## src/rtl/pll_scan_pkg.sv

```systemverilog
// Shared types and helpers for the PLL scan-chain reconfiguration responder.
package pll_scan_pkg;

   localparam int SCAN_BITS_CIII = 144;

   typedef enum logic [2:0] {
      S_IDLE,
      S_LOAD,
      S_LOAD_TAIL,
      S_SHIFT,
      S_UPDATE,
      S_WAIT_DONE,
      S_ARESET
   } scan_state_t;

   // Ceiling log2, evaluated at elaboration time for counter widths.
   function automatic int clog2(input int value);
      int width;
      int span;
      width = 0;
      span  = 1;
      while (span < value) begin
         span  = span * 2;
         width = width + 1;
      end
      return width;
   endfunction

endpackage

```

## src/rtl/pll_scan_shifter.sv

```systemverilog
// Serialises the shadow image onto the PLL scan port at clk/2, then runs one
// extra scanclk period with the enable low so the update strobe is clocked in.
module pll_scan_shifter
   import pll_scan_pkg::*;
#(
   parameter int SCAN_BITS = SCAN_BITS_CIII
) (
   input  logic                 clk_i,
   input  logic                 reset_i,
   input  logic                 start_i,
   input  logic [SCAN_BITS-1:0] shadow_i,
   output logic                 scanclk_o,
   output logic                 scanclkena_o,
   output logic                 scandata_o,
   output logic                 done_o
);
   localparam int            CW       = clog2(SCAN_BITS + 1);
   localparam logic [CW-1:0] LAST_BIT = CW'(SCAN_BITS - 1);
   localparam logic [CW-1:0] UPD_SLOT = CW'(SCAN_BITS);

   logic          active_q, active_d;
   logic          phase_q, phase_d;
   logic [CW-1:0] cnt_q, cnt_d;
   logic [CW-1:0] cnt_nxt;
   logic          sclk_q, sclk_d;
   logic          ena_q, ena_d;
   logic          sdata_q, sdata_d;
   logic          done_q, done_d;

   // NOTE: every variable gets a default at the top of always_comb, so no path can infer a latch.
   always_comb begin
      active_d = active_q;
      phase_d  = phase_q;
      cnt_d    = cnt_q;
      sclk_d   = 1'b0;
      ena_d    = ena_q;
      sdata_d  = sdata_q;
      done_d   = 1'b0;
      cnt_nxt  = cnt_q + 1'b1;
      if (start_i) begin
         active_d = 1'b1;
         phase_d  = 1'b0;
         cnt_d    = '0;
         ena_d    = 1'b1;
         sdata_d  = shadow_i[0];
      end else if (active_q) begin
         if (!phase_q) begin
            phase_d = 1'b1;
            sclk_d  = 1'b1;
            // Lines done up with the last bit's rising half so the update strobe follows directly.
            done_d  = (cnt_q == LAST_BIT);
         end else begin
            phase_d = 1'b0;
            if (cnt_q == UPD_SLOT) begin
               active_d = 1'b0;
               ena_d    = 1'b0;
               sdata_d  = 1'b0;
            end else begin
               cnt_d = cnt_nxt;
               if (cnt_nxt == UPD_SLOT) begin
                  ena_d   = 1'b0;
                  sdata_d = 1'b0;
               end else begin
                  sdata_d = shadow_i[cnt_nxt];
               end
            end
         end
      end
   end

   // NOTE: sequential state uses non-blocking assignments so every flop samples pre-edge values.
   always_ff @(posedge clk_i or posedge reset_i) begin
      if (reset_i) begin
         active_q <= 1'b0;
         phase_q  <= 1'b0;
         cnt_q    <= '0;
         sclk_q   <= 1'b0;
         ena_q    <= 1'b0;
         sdata_q  <= 1'b0;
         done_q   <= 1'b0;
      end else begin
         active_q <= active_d;
         phase_q  <= phase_d;
         cnt_q    <= cnt_d;
         sclk_q   <= sclk_d;
         ena_q    <= ena_d;
         sdata_q  <= sdata_d;
         done_q   <= done_d;
      end
   end

   assign scanclk_o    = sclk_q;
   assign scanclkena_o = ena_q;
   assign scandata_o   = sdata_q;
   assign done_o       = done_q;

endmodule

```

## src/rtl/pll_scan_loader.sv

```systemverilog
// PLL reconfiguration responder: fetches a scan image from ROM into a shadow
// register, shifts it into the PLL, strobes configupdate and resets the PLL.
module pll_scan_loader
   import pll_scan_pkg::*;
#(
   parameter int SCAN_BITS     = SCAN_BITS_CIII,
   parameter int ROM_AW        = 8,
   parameter int ARESET_CYCLES = 2
) (
   input  logic              clk_i,
   input  logic              reset_i,
   input  logic              write_from_rom_i,
   input  logic              reconfig_i,
   output logic              busy_o,
   output logic [ROM_AW-1:0] rom_address_o,
   output logic              write_rom_ena_o,
   input  logic              rom_data_i,
   output logic              pll_scanclk_o,
   output logic              pll_scanclkena_o,
   output logic              pll_scandata_o,
   output logic              pll_configupdate_o,
   input  logic              pll_scandone_i,
   output logic              pll_areset_o
);
   localparam logic [ROM_AW-1:0] ADDR_LAST   = ROM_AW'(SCAN_BITS - 1);
   localparam logic [3:0]        ARESET_LAST = 4'(ARESET_CYCLES - 1);

   scan_state_t          state_q, state_d;
   logic                 busy_q, busy_d;
   logic [ROM_AW-1:0]    addr_q, addr_d;
   logic                 rden_q, rden_d;
   logic                 cfg_q, cfg_d;
   logic                 areset_q, areset_d;
   logic [3:0]           tmr_q, tmr_d;
   logic                 rd_valid_q;
   logic [ROM_AW-1:0]    cap_addr_q;
   logic                 sd_meta_q, sd_sync_q;
   logic [SCAN_BITS-1:0] shadow_q;
   logic                 shift_start;
   logic                 shift_done;

   always_ff @(posedge clk_i or posedge reset_i) begin
      if (reset_i) state_q <= S_IDLE;
      else         state_q <= state_d;
   end

   // Requests only count in IDLE; write_from_rom wins a same-cycle collision.
   always_comb begin
      state_d = state_q;
      unique case (state_q)
         S_IDLE: begin
            if (write_from_rom_i) state_d = S_LOAD;
            else if (reconfig_i)  state_d = S_SHIFT;
         end
         S_LOAD:      if (addr_q == ADDR_LAST)  state_d = S_LOAD_TAIL;
         S_LOAD_TAIL: state_d = S_IDLE;
         S_SHIFT:     if (shift_done)           state_d = S_UPDATE;
         S_UPDATE:    if (tmr_q == 4'd1)        state_d = S_WAIT_DONE;
         S_WAIT_DONE: if (sd_sync_q)            state_d = S_ARESET;
         S_ARESET:    if (tmr_q == ARESET_LAST) state_d = S_IDLE;
         default:     state_d = S_IDLE;
      endcase
   end

   // Outputs are decoded from the next state and registered, so they switch on the accepting edge.
   always_comb begin
      busy_d      = (state_d != S_IDLE);
      rden_d      = (state_d == S_LOAD);
      cfg_d       = (state_d == S_UPDATE);
      areset_d    = (state_d == S_ARESET);
      shift_start = (state_q == S_IDLE) && (state_d == S_SHIFT);
      addr_d      = addr_q;
      if (state_q == S_IDLE && state_d == S_LOAD)      addr_d = '0;
      else if (state_q == S_LOAD && state_d == S_LOAD) addr_d = addr_q + 1'b1;
      tmr_d = (state_d == state_q) ? tmr_q + 1'b1 : '0;
   end

   always_ff @(posedge clk_i or posedge reset_i) begin
      if (reset_i) begin
         busy_q     <= 1'b0;
         addr_q     <= '0;
         rden_q     <= 1'b0;
         cfg_q      <= 1'b0;
         areset_q   <= 1'b0;
         tmr_q      <= '0;
         rd_valid_q <= 1'b0;
         cap_addr_q <= '0;
         sd_meta_q  <= 1'b0;
         sd_sync_q  <= 1'b0;
      end else begin
         busy_q     <= busy_d;
         addr_q     <= addr_d;
         rden_q     <= rden_d;
         cfg_q      <= cfg_d;
         areset_q   <= areset_d;
         tmr_q      <= tmr_d;
         rd_valid_q <= rden_q;
         cap_addr_q <= addr_q;
         sd_meta_q  <= pll_scandone_i;
         sd_sync_q  <= sd_meta_q;
      end
   end

   // NOTE: the shadow array has no reset; it is only read after a load has filled it.
   always_ff @(posedge clk_i) begin
      if (rd_valid_q) shadow_q[cap_addr_q] <= rom_data_i;
   end

   pll_scan_shifter #(
      .SCAN_BITS (SCAN_BITS)
   ) u_shifter (
      .clk_i        (clk_i),
      .reset_i      (reset_i),
      .start_i      (shift_start),
      .shadow_i     (shadow_q),
      .scanclk_o    (pll_scanclk_o),
      .scanclkena_o (pll_scanclkena_o),
      .scandata_o   (pll_scandata_o),
      .done_o       (shift_done)
   );

   assign busy_o             = busy_q;
   assign rom_address_o      = addr_q;
   assign write_rom_ena_o    = rden_q;
   assign pll_configupdate_o = cfg_q;
   assign pll_areset_o       = areset_q;

endmodule

```

## config.mk

```make
export PLATFORM = sky130hd
export DESIGN_NAME = pll_scan_loader
export DESIGN_NICKNAME = d
export VERILOG_FILES = /design/src/rtl/pll_scan_pkg.sv /design/src/rtl/pll_scan_shifter.sv /design/src/rtl/pll_scan_loader.sv
export SDC_FILE = /design/constraint.sdc
export NUM_CORES = 1
export LEC_CHECK = 0
export CAP_MARGIN = 20
export CORE_UTILIZATION = 44
export DETAILED_ROUTE_END_ITERATION = 8
export SLEW_MARGIN = 20
export SYNTH_ARGS = -nofsm -noshare
export SYNTH_HDL_FRONTEND = slang
export SYNTH_SLANG_ARGS = --single-unit
```

## constraint.sdc

```tcl
create_clock -name clk_i -period 3.3 [get_ports clk_i]
set_clock_uncertainty 0.05 [all_clocks]
set_input_delay 0.66 -clock clk_i [delete_from_list [all_inputs] [get_ports clk_i]]
set_output_delay 0.66 -clock clk_i [all_outputs]
set_load 0.01 [all_outputs]
```

Word-level counts from Yosys, hierarchy flattened
Cells that the tools add are included.

Equal/unequal tests: 16. Multiplexer cells: 42. $add $sub $neg: 3. Order comparisons: 3. Reductions and logical operators: 13.

Operators with widths (number): $bwmux 144 (1); $mux 8 (6); $eq 8x8->1 const B (4); $mux 1 (24); $mux 3 (7); $lt 8x9->1 const B (2); $pmux 3 s6 (1); $add 8x1->8 const B (2); $eq 3x3->1 const B (5); $bmux 1 s8 (1); $demux 1 s8 (1); $ge 8x1->1 const B (1); $eq 3x1->1 const B (2); $eq 3x2->1 const B (2); $reduce_and 3->1 (2); $reduce_bool 2->1 (3); $reduce_bool 3->1 (2); $add 4x1->4 const B (1); $eq 4x1->1 const B (1); $logic_and 1x1->1 (4); $mux 4 (1); $eq 3x3->1 (1); $logic_not 3->1 (1); $ne 2x2->1 const B (1); $reduce_and 2->1 (1).

Input port bits: 6. Word-level logic and storage cells: 96. Output and inout port bits: 15. Register bits: 188.

Longest topological paths before layout
Depth in word-level cells: 8. Mapped depth: 14. Mapped depth without buffers: 9.

Hierarchy
Synthesis repeated with hierarchy kept, for this count alone.

Cells, all modules: 659. Area, all modules: 8563.2 µm².

Modules (own cells, without submodules): pll_scan_loader (area an instance 6446.2 µm², instances 1, cells each 466); pll_scan_shifter (area an instance 2117.0 µm², instances 1, cells each 193).

Worst setup path before layout
OpenSTA, ideal clock, no wires.

Path kind: register -> register. Start: reg u_shifter.cnt_q[0]. End: reg u_shifter.sdata_q (netlist: u_shifter.scandata_o). Cell stages (with the launch flop): 14. Data required time: 3173 ps. Path slack: 227 ps. Buffers on the path: 4. Arrival time: 2946 ps. Setup time: 77 ps. Path through: dfrtp_1 > buf_4 > buf_6 > buf_4 > inv_1 > ha_1 > clkbuf_1 > nor2_1 > a22o_1 > o31ai_1 > o22ai_1 > a2111oi_2 > o21ai_1 > a21oi_1.

Longest elaborated chain between the ends: 8. Elaborated cells on any way between the ends: 10. Classes of those cells: add/sub: 1; eq/ne: 2; mux: 7.

Ends and longest elaborated chain: start: declaration (RTL line pll_scan_shifter.sv:23) `logic [CW-1:0] cnt_q, cnt_d;`; start signal: assignment (RTL line pll_scan_shifter.sv:84) `cnt_q <= cnt_d;`; $add 8x1->8 (RTL line pll_scan_shifter.sv:39) `cnt_nxt = cnt_q + 1'b1;`; $bmux 1 s8 (RTL line pll_scan_shifter.sv:64) `sdata_d = shadow_i[cnt_nxt];`; $mux 1 (implied by the code) (RTL line pll_scan_shifter.sv:64); $mux 1 (RTL line pll_scan_shifter.sv:60) `if (cnt_nxt == UPD_SLOT) begin`; $mux 1 * (RTL line pll_scan_shifter.sv:54) `if (cnt_q == UPD_SLOT) begin`; $mux 1 * (RTL line pll_scan_shifter.sv:47) `if (!phase_q) begin`; $mux 1 * (RTL line pll_scan_shifter.sv:46) `end else if (active_q) begin`; $mux 1 * (RTL line pll_scan_shifter.sv:40) `if (start_i) begin`; end signal: assignment (RTL line pll_scan_shifter.sv:87) `sdata_q <= sdata_d;`; end: declaration (RTL line pll_scan_shifter.sv:27) `logic sdata_q, sdata_d;`.

Mark *: on every way between the ends. The rest lies on a longest branch, timed or not. The select of a mux whose other input is x is not followed. A chain may end at the register's enable or synchronous reset.

Final worst setup path
Same ends and word-level chain as after synthesis.

==> results.sh <==
export IMPL_ys_seq_area_frac=0.641
export IMPL_grtUsageMet2=0.318
export IMPL_maxCapViolCount=0
export IMPL_routabilityCongestion=0.786
export IMPL_vias=5091
export IMPL_swShare=0.349
export IMPL_core_sq_um=18800
export IMPL_drt_iter0_markers=471
export IMPL_holdCritStartpoint="sd_meta_q"
export IMPL_grt_remaining_overflow=0
export IMPL_leakagePower_uw=0.00326
export IMPL_p_int_uw=5080
export IMPL_antenna_cells=0
export IMPL_clock_sinks=188
export IMPL_insertion_delay_ns=0.44
export IMPL_place_detailed_hpwl_mm=11.3
export IMPL_post_cts_resized=0
export IMPL_fmax_mhz=336
export IMPL_fin_ws_ns=0.326
export IMPL_startpoint="u_shifter.cnt_q[0]"
export IMPL_synth_top_area_share=0.511
export IMPL_cts_root_buf="clkbuf_16"
export IMPL_h_tree_depth=4
export IMPL_p_comb_frac=0.357
export IMPL_drc=0
export IMPL_cts_made_buffers=17
export IMPL_viasPerCell=5.56
export IMPL_slew_viol_final=0
export IMPL_yosys_top_cells_area="edfxtp_1 (51%), dfrtp_1 (13%), mux4_2 (8.8%), nor2_1 (8.1%), mux2i_1 (2.5%)"
export IMPL_netlist_area_sq_um=8460
export IMPL_final_cell_mix="nor2_1 (182), edfxtp_1 (144), dfrtp_1 (43), nand2_1 (42), mux4_2 (33)"
export IMPL_nNetsFinal=680
export IMPL_crit_fanout=23
export IMPL_required_ns=3.60
export IMPL_postSynthCellCount=647
export IMPL_min_to="sd_sync_q"
export IMPL_port_buffers=20
export IMPL_pwr_share_seq=0.388
export IMPL_stdcell_count=915
export IMPL_drt_wl_total_mm=17.4
export IMPL_clock_power_share=0.255
export IMPL_multi_input_area_sq_um=2860
export IMPL_switchingPower_uw=2730
export IMPL_row_count=50
export IMPL_drtAntennaViolNets=0
export IMPL_syn_area_per_cell_sq_um=13.1
export IMPL_grt_pass1_wl_mm=28.0
export IMPL_reg2reg_to="u_shifter.scandata_o"
export IMPL_rr_worst_depth=10
export IMPL_post_route_util=0.506
export IMPL_finalSetupTns_ns=0
export IMPL_dp_cells=883
export IMPL_synth_cell_types=41
export IMPL_clk_pin_slew_ns=0.08
export IMPL_syn_nets=659
export IMPL_antenna_found_initial=0
export IMPL_grt_use_met3=0.0360
export IMPL_rsz0062_at_grt="false"
export IMPL_clockBufferDepth=2
export IMPL_busiest_layer="met2"
export IMPL_area_growth_syn_to_layout_pct=12.3
export IMPL_cp_slowest_cell="dfrtp_2"
export IMPL_cts_tree="done"
export IMPL_synth_warnings=0
export IMPL_worstPathArrival_ns=3.28
export IMPL_die_area_sq_um=19800
export IMPL_hold_buffers=0
export IMPL_synth_seq_cells=188
export IMPL_detailedPlace_worstSlack_ns=0.357
export IMPL_cp_slowest_stage_delay_ns=0.51
export IMPL_start_util=0.451
export IMPL_hp_class="register to register"
export IMPL_final_period_utilization=0.901
export IMPL_regArea_sq_um=5430
export IMPL_timing_rr_start="u_shifter.cnt_q[0]"
export IMPL_fill_cells=1623
export IMPL_grt_use_met1=0.241
export IMPL_regToRegSetupSlack_ns=0.33
export IMPL_cts_setup_buffers=0
export IMPL_tightest_slew_ns=0.820
export IMPL_grt_max_degree=85
export IMPL_start_kind="register"
export IMPL_grt_pass1_vias=5152
export IMPL_die_h_um=141
export IMPL_dpl_cell_area_sq_um=8930
export IMPL_die_w_um=141
export IMPL_ir_worst_vdd_mv=0.408
export IMPL_avgRoutedWirePerCell_um=19.0
export IMPL_grt_usage=0.190
export IMPL_cp_end_kind="register"
export IMPL_fin_crit_ns=2.97
export IMPL_power_density_nw_per_um2=821
export IMPL_status="complete, no violations"
export IMPL_ios=21
export IMPL_timing_hold_worst_path_depth=0
export IMPL_worstPathCellList="ha_1 > xor2_4 > buf_12 > mux2i_1 > a22o_1 > o31ai_1 > o22ai_1 > a2111oi_2 > o21ai_1 > a21oi_1"
export IMPL_first_pass_iters=7
export IMPL_finalSetupViolations=0
export IMPL_design_area_sq_um=9500
export IMPL_critical_path_class="register to register"
export IMPL_hold_viol=0
export IMPL_drive_gt1_frac=0.134
export IMPL_max_slew_margin=0.446
export IMPL_yosys_area_top_type="edfxtp_1"
export IMPL_final_common_cell="nor2_1"
==> stage by stage <==
stage | hold WS (ns) | total power [uW]
2_1_floorplan | 0.281 | 5080
4_1_cts | 0.307 | 7880
5_1_grt | 0.312 | 8220
6_report | 0.305 | 7810
3_3_place_gp | 0.289 | 5850
3_5_place_dp | 0.289 | 5890
==> cells in the mapped netlist <==
| master | instances |
|---|---|
| a2111oi_2 | 1 |
| a211oi_1 | 1 |
| a21o_1 | 3 |
| a21oi_1 | 8 |
| a22o_1 | 3 |
| a31oi_1 | 3 |
| and2_1 | 2 |
| and3_1 | 5 |
| buf_2 | 4 |
| buf_4 | 4 |
| buf_6 | 3 |
| clkbuf_1 | 18 |
| dfrtp_1 | 44 |
| edfxtp_1 | 144 |
| ha_1 | 6 |
| inv_1 | 9 |
| mux2_2 | 7 |
| mux2i_1 | 21 |
| mux4_2 | 33 |
| nand2_1 | 42 |
| nand2b_1 | 8 |
| nand3_1 | 17 |
| nand3b_1 | 1 |
| nor2_1 | 182 |
| nor2b_1 | 10 |
| nor3_1 | 9 |
| nor3b_1 | 4 |
| nor4_1 | 2 |
| nor4b_1 | 2 |
| nor4b_2 | 1 |
| o21ai_0 | 7 |
| o21ai_1 | 2 |
| o221ai_1 | 1 |
| o22ai_1 | 6 |
| o31ai_1 | 3 |
| or3_1 | 3 |
| or4_1 | 1 |
| xnor2_1 | 10 |
| xnor2_2 | 1 |
| xor2_1 | 15 |
| xor2_4 | 1 |
==> layer usage <==
metal	share of wire	routed length, um
met5	0	0
met4	0.026	454
met3	0.045	776
met2	0.50	8750
met1	0.43	7440
==> critical path: cells and delay by family (launching register included) <==
family / cells / cell delay (ns)
adders and majority gates: 1 / 0.47
buffers and inverters: 1 / 0.21
xor gates and xnor gates: 1 / 0.19
DFF: 1 / 0.51
muxes: 1 / 0.10
AOI/OAI and AO/OA: 6 / 1.35
==> power by group through the flow <==
stage,registers [uW],clock network (uW),logic [uW]
2_1_floorplan,2930,0,2150
3_3_place_gp,3070,0,2790
3_5_place_dp,3080,0,2810
4_1_cts,3030,2020,2830
5_1_grt,3070,2120,3030
6_report,3030,1990,2780
==> cell families after synthesis <==
group / share of synthesized area
and+or+nand+nor: 0.146
buffers and inverters: 0.0219
muxes: 0.122
adders and majority gates: 0.00887
xor gates and xnor gates: 0.0311
DFF: 0.641
AOI/OAI and AO/OA: 0.0288
==> cell type report <==
class	count	share of cell area
Clock buffer	18	0.0462
Clock inverter	14	0.0145
Inverter	9	0.00355
Multi-Input combinational cell	421	0.301
Sequential cell	188	0.571
Tap cell	234	0.0308
Timing Repair Buffer	31	0.0334
==> worst max path at each step <==
stage                                 to  slack [ns]
global placement    u_shifter.scandata_o        0.47
floorplan           u_shifter.scandata_o        0.23
global route        u_shifter.scandata_o        0.12
detailed placement  u_shifter.scandata_o        0.36
finish              u_shifter.scandata_o        0.33
CTS                 u_shifter.scandata_o        0.36
==> state kept, by name, indices dropped and copies added, names as in the netlist, 3 cells and up <==
name,count
cap_addr_q,8
rom_address_o,8
shadow_q,144
state_q,3
tmr_q,4
u_shifter.cnt_q,8
(Power assumes the default switching activity.)
